[src/rtl/rnd_range_reducer.sv]
// Captures a random sample, reduces it modulo a run-time range by repeated
// subtraction, and queues results in a small FIFO behind a valid/ready port.
module rnd_range_reducer #(
    parameter int DEPTH = 4,
    parameter int W     = 10
) (
    input  logic         clock,
    input  logic         reset,
    input  logic [W-1:0] rnd_in,
    input  logic         rnd_valid,
    input  logic [W-1:0] range_n,
    output logic [W-1:0] out_data,
    output logic         out_valid,
    input  logic         out_ready,
    output logic         busy,
    output logic [7:0]   drop_count
);

    localparam int AW = $clog2(DEPTH);
    localparam logic [AW-1:0] PTR_ONE  = AW'(1);
    localparam logic [AW:0]   CNT_ONE  = (AW+1)'(1);
    localparam logic [AW:0]   CNT_FULL = (AW+1)'(DEPTH);

    typedef enum logic [1:0] {
        IDLE,
        REDUCE,
        PUSH
    } state_t;

    state_t        state_q, state_d;
    logic [W-1:0]  rem_q, rem_d;
    logic [W-1:0]  mod_q, mod_d;
    logic [7:0]    drop_q, drop_d;
    logic [W-1:0]  mem_q [DEPTH];
    logic [W-1:0]  mem_d [DEPTH];
    logic [AW-1:0] wr_ptr_q, wr_ptr_d;
    logic [AW-1:0] rd_ptr_q, rd_ptr_d;
    logic [AW:0]   count_q, count_d;

    logic full;
    logic pop;
    logic push;

    assign full = (count_q == CNT_FULL);
    assign pop  = (count_q != '0) && out_ready;

    always_comb begin
        state_d = state_q;
        rem_d   = rem_q;
        mod_d   = mod_q;
        drop_d  = drop_q;
        push    = 1'b0;
        unique case (state_q)
            IDLE: begin
                if (rnd_valid) begin
                    rem_d   = rnd_in;
                    mod_d   = range_n;
                    // A zero range stands for 2^W: nothing to reduce.
                    state_d = (range_n == '0) ? PUSH : REDUCE;
                end
            end
            REDUCE: begin
                if (rem_q >= mod_q) begin
                    rem_d = rem_q - mod_q;
                end else begin
                    state_d = PUSH;
                end
            end
            PUSH: begin
                state_d = IDLE;
                if (!full || pop) begin
                    push = 1'b1;
                end else if (drop_q != 8'hFF) begin
                    drop_d = drop_q + 8'd1;
                end
            end
            default: state_d = IDLE;
        endcase
    end

    always_comb begin
        mem_d    = mem_q;
        wr_ptr_d = wr_ptr_q;
        rd_ptr_d = rd_ptr_q;
        count_d  = count_q;
        if (push) begin
            mem_d[wr_ptr_q] = rem_q;
            wr_ptr_d        = wr_ptr_q + PTR_ONE;
        end
        if (pop) begin
            rd_ptr_d = rd_ptr_q + PTR_ONE;
        end
        unique case ({push, pop})
            2'b10:   count_d = count_q + CNT_ONE;
            2'b01:   count_d = count_q - CNT_ONE;
            default: count_d = count_q;
        endcase
    end

    always_ff @(posedge clock) begin
        if (reset) begin
            state_q  <= IDLE;
            rem_q    <= '0;
            mod_q    <= '0;
            drop_q   <= '0;
            mem_q    <= '{default: '0};
            wr_ptr_q <= '0;
            rd_ptr_q <= '0;
            count_q  <= '0;
        end else begin
            state_q  <= state_d;
            rem_q    <= rem_d;
            mod_q    <= mod_d;
            drop_q   <= drop_d;
            mem_q    <= mem_d;
            wr_ptr_q <= wr_ptr_d;
            rd_ptr_q <= rd_ptr_d;
            count_q  <= count_d;
        end
    end

    assign out_data   = mem_q[rd_ptr_q];
    assign out_valid  = (count_q != '0);
    assign busy       = (state_q != IDLE);
    assign drop_count = drop_q;

endmodule

[config.mk]
export PLATFORM = sky130hd
export DESIGN_NAME = rnd_range_reducer
export DESIGN_NICKNAME = d
export VERILOG_FILES = /design/src/rtl/rnd_range_reducer.sv
export SDC_FILE = /design/constraint.sdc
export NUM_CORES = 1
export LEC_CHECK = 0
export ABC_AREA = 1
export CORE_UTILIZATION = 48
export DETAILED_ROUTE_END_ITERATION = 12
export PLACE_DENSITY = 0.71
export SETUP_SLACK_MARGIN = 0.05
export SYNTH_ARGS = -nofsm -noshare
export SYNTH_HDL_FRONTEND = slang
export SYNTH_SLANG_ARGS = --single-unit
[constraint.sdc]
create_clock -name clock -period 3.4 [get_ports clock]
set_input_delay 0.68 -clock clock [delete_from_list [all_inputs] [get_ports clock]]
set_output_delay 0.68 -clock clock [all_outputs]
set_load 0.005 [all_outputs]
; ---- After elaboration in Yosys (flattened, before gate mapping)
; Index checks and enable logic that the tools add are counted.
[word_totals]
regBits = 77
input_bits = 24
word_cells = 63
[op_classes]
add_sub_neg = 6
n_lt_le_gt_ge = 4
eq_ne = 9
muxes = 16
n_bitwise = 3
n_reduce_logical = 14
[ops]
columns = cell, n
row1 = 2-to-1 mux 10 bit, 5
row2 = bitwise mux 40 bit, 1
row3 = binary-select mux 10 bit (select 2 bit), 1
row4 = demux 10 bit (select 2 bit), 1
row5 = case mux 10 bit (2 select lines), 1
row6 = greater-or-equal comparator 10 bit, 1
row7 = logical NOT 10 bit, 1
row8 = subtractor 10 bit, 1
row9 = adder 8 x 1 -> 8 bit (second input constant), 1
row10 = inequality test 8 bit (second input constant), 1
row11 = greater-or-equal comparator 3 bit (second input constant), 2
row12 = 2-to-1 mux 2 bit, 3
row13 = inequality test 2 bit (second input constant), 3
row14 = inverter 2 -> 3 bit, 2
row15 = case mux 3 bit (2 select lines), 1
row16 = AND reduction 3 bit, 2
row17 = nonzero test 2 bit, 3
row18 = adder 2 x 1 -> 2 bit (second input constant), 2
row19 = == test 2 x 1 -> 1 bit (second input constant), 2
row20 = == test 2 bit (second input constant), 2
row21 = case mux 2 bit (2 select lines), 1
row22 = AND reduction 2 bit, 2
row23 = adder 3 x 1 -> 3 bit (second input constant), 1
row24 = == test 3 bit (second input constant), 1
row25 = other kinds (9), 11

; ---- Longest topological paths before layout
[logic_depth]
word_depth = 7
ltp_mapped = 14

; ---- Least setup slack after synthesis
; Ideal clock, no wire load.
[synth_path]
path_kind = input port to flip-flop
start = input out_ready
end = register count_q[2]
setup_ns = 0.122
t_arrival_ns = 1.978
required_time_ns = 3.278
path_slack_ns = 1.300
stages = 10
path_buffers = 0
path_cell_list = nor2_1 > nand2_1 > nand2_2 > ha_1 > inv_1 > fa_1 > a21oi_1 > o21ai_0 > o21ai_0 > a21oi_1
[synth_via]
elab_chain_len = 6
elab_cells_between_ends = 8
cone_classes = eq/ne: 2 / mux: 3 / reduce/logical: 3
[synth_rtl]
columns = element, line
row1 = from (decl), 14  ; input logic out_ready,
row2 = logical AND 1 bit (*), 45  ; assign pop = (count_q != '0) && out_ready;
row3 = logical OR 1 bit, 71  ; if (!full || pop) begin
row4 = 2-to-1 mux 1 bit, 71
row5 = 2-to-1 mux 1 bit, 53  ; unique case (state_q)
row6 = == test 2 x 1 -> 1 bit / == test 2 bit (equally long branches), 93  ; unique case ({push, pop})
row7 = case mux 3 bit (2 select lines) / nonzero test 2 bit (equally long branches), -
row8 = to (signal assigned), 118  ; count_q <= count_d;
row9 = to (decl), 38  ; logic [AW:0] count_q, count_d;
; Mark *: on every way between the ends. The rest lies on a longest branch, timed or not.
; A chain may end at the register's enable or synchronous reset.

; ---- Final worst setup path
[layout_path]
start = register rd_ptr_q[0]
end = output out_data[8]
[layout_via]
elab_chain_len = 4
[layout_rtl]
columns = element, line
row1 = from (decl), 37  ; logic [AW-1:0] rd_ptr_q, rd_ptr_d;
row2 = from (signal assigned), 117  ; rd_ptr_q <= rd_ptr_d;
row3 = inverter 2 -> 3 bit (implied by the code), 122  ; assign out_data = mem_q[rd_ptr_q];
row4 = binary-select mux 10 bit (select 2 bit), 122
row5 = 2-to-1 mux 10 bit (implied by the code) (2 in series), 122
row6 = to (decl), 12  ; output logic [W-1:0] out_data,
; No other way between the ends. The select of a mux whose other input is x is not followed.

==> flow_summary.yaml <==
sta:
  max_freq_ghz: 0.362
  relSlewSlack: 0.354
  whs_ns: 0.460
  skew_ns: 0.00918
  final.min_clock_period_ns: 2.76
  hold_viol: 0
  slew_violations: 0
  rsz0062_at_grt: "false"
  finalSetupViolCount: 0
  tightestPinTransition_ns: 0.968
  final.setup.tns_ns: 0
  period_share: 0.812
cts:
  cts.clk_slew.worst_paths_ns: 0.08
  cts.hold.buffers_added: 0
  cts-resized-gates: 0
  ctsLongestPathBuffers: 2
  numCtsBuffers: 9
  htree_levels: 3
  clock-sinks: 77
  cts_root_buf: "clkbuf_8"
  cts_tree: "yes"
  clk-insertion-delay-late_ns: 0.35
  cts_setup_buffers: 0
pwr:
  pwr-share-clk: 0.240
  power_density_nw_per_um2: 607
  pwr-share-comb: 0.390
  power_frac_seq: 0.370
  p_sw_w: 0.00110
  ir_drop_mv: 0.241
  intPower_w: 0.00179
  p_sw_frac: 0.382
  power_leakage_nw: 1.88
layout:
  nNetsFinal: 663
  area_growth_pct: 15.1
  drive_gt1_frac: 0.0912
  antenna_cells: 0
logic_synthesis:
  synth_area_leaders: "dfxtp_1 (37%), nand2_1 (11%), a21oi_1 (8.0%)"
  yosysTopAreaCell: "dfxtp_1"
  ys_warn_count: 0
  synthDistinctLibCells: 33
  ys.flop_type: "dfxtp_1"
  yosysSeqAreaShare: 0.372
  synth_nets: 633
  yosys-top-cells-count: "nand2_1 (121), dfxtp_1 (77), a21oi_1 (66)"
  synthArstFlopShare: 0
  syn_inst: 591
  synth_area_per_cell_um2: 7.00
  synth-edff-count: 0
  ys_ff_latch: 77
  yosysTopAreaCellShare: 0.372
  netlist_area_um2: 4140
  synth_most_common_cell: "nand2_1"
die:
  die_w_um: 94.9
  num_rows: 33
  core-area_um2: 8300
  die_area_um2: 9000
  die_h_um: 94.9
  start_util: 0.499
  design.portCount: 44
grt:
  antenna_found_initial: 0
  grt_pass1_vias: 3467
  grt_pass1_wl_um: 16100
  grt_use_total: 0.231
  met1_usage: 0.310
  overflow: 0
  grt_max_degree: 45
  top_usage_layer: "met2"
  met2_usage: 0.374
  use_met3: 0.0419
worst_setup_path:
  cp-start-kind: "flip-flop"
  ff2ff_path_depth: 11
  critPathMaxStageDelay_ns: 0.56
  cp_max_fo: 21
  cp_slowest_cell: "clkdlybuf4s50_1"
  worstPathArrival_ns: 2.08
  path_cells: "inv_1 > o21ai_0 > o22ai_1 > clkdlybuf4s50_1"
  r2r_slack_ns: 1.15
  crit_type: "reg -> out"
  cp.required_ns: 2.72
  end_kind: "output pin"
routing:
  viasPerCell: 5.28
  drtIter0Drc: 288
  drc: 0
  postRouteAntennaNets: 0
  wl_per_cell_um: 13.4
  routed_wl_um: 9810
  vias: 3858
  first_pass_iters: 5
run_status:
  outcome: "finished clean"
placement:
  io_buffer_count: 43
  hpwl_um: 6820
  place.gp.congestion: 0.876
worst_hold_path:
  holdCritPathClass: "reg -> reg"
  hold_depth: 2
job:
  maxCapViolCount: 0
## worst paths after layout
kind | end | startpoint
min | drop_count[4] | drop_count[4]
max reg2reg | rem_q[3] | rem_q[0]
max | out_data[8] | rd_ptr_q[0]
min reg2reg | drop_count[4] | drop_count[4]
## worst max-delay path, delay by kind of cell, from the launching register on
family                 cells  cell delay (ns)
AOI/OAI and AO/OA          2             0.40
buffers and inverters      2             1.03
DFF                        1             0.31
## layout by cell type (no fill, tap or decap), types with 10 or more instances in the layout
master | synthesis | layout
nand2_2 | 10 | 10
ha_1 | 16 | 16
clkbuf_8 | 0 | 10
o22ai_1 | 10 | 10
o21ai_0 | 46 | 46
clkdlybuf4s50_1 | 0 | 43
nor2_1 | 59 | 59
nand3_1 | 53 | 53
inv_1 | 55 | 55
dfxtp_1 | 77 | 77
nor2_2 | 16 | 16
a21oi_1 | 66 | 66
nand2_1 | 121 | 121
## state kept, by name, indices dropped and copies added, names as in the netlist
signal      cells
state_q         2
wr_ptr_q        2
rem_q          10
rd_ptr_q        2
count_q         3
mod_q          10
drop_count      8
mem_q          40
## cell type report
class / instances / area (um2)
clock buffers: 10 / 138
clock inverters: 5 / 61.3
fillers: 829 / 3540
inverters: 60 / 228
multi-input cells: 428 / 2220
flip-flops and latches: 77 / 1540
well taps: 105 / 131
repair buffers: 45 / 445
## power by group through the flow
stage / combinational, W / sequential [W] / clock (W)
detailed placement: 0.00111 / 0.00109 / 0
global placement: 0.00109 / 0.00109 / 0
CTS: 0.00112 / 0.00107 / 0.000711
floorplan: 0.000804 / 0.00105 / 0
global route: 0.00127 / 0.00108 / 0.000749
finish: 0.00113 / 0.00107 / 0.000695
## cells by family after synthesis
logic type               share of synthesized area
AND/OR/NAND/NOR                              0.305
AO/OA/AOI/OAI                                0.161
buffers and inverters                       0.0916
flip-flops                                   0.372
adder cells (fa/ha/maj)                     0.0580
XOR/XNOR                                   0.00635
multiplexers                               0.00484
## layer usage
layer	routed length [um]	part of all wire
met1	4690	0.48
met2	4430	0.45
met3	591	0.060
met4	99	0.010
met5	0	0
## through the flow
step	std cells	utilization	setup slack (ns)	cell area [um2]	power, W
detailed placement	715	0.550	0.736	4560	0.00220
finish	730	0.574	0.640	4760	0.00289
CTS	730	0.574	0.648	4760	0.00289
global placement	715	0.550	0.777	4560	0.00217
floorplan	591	-	1.30	4140	0.00186
global route	730	0.574	0.524	4760	0.00309
Power figures use the tool's default switching activity.
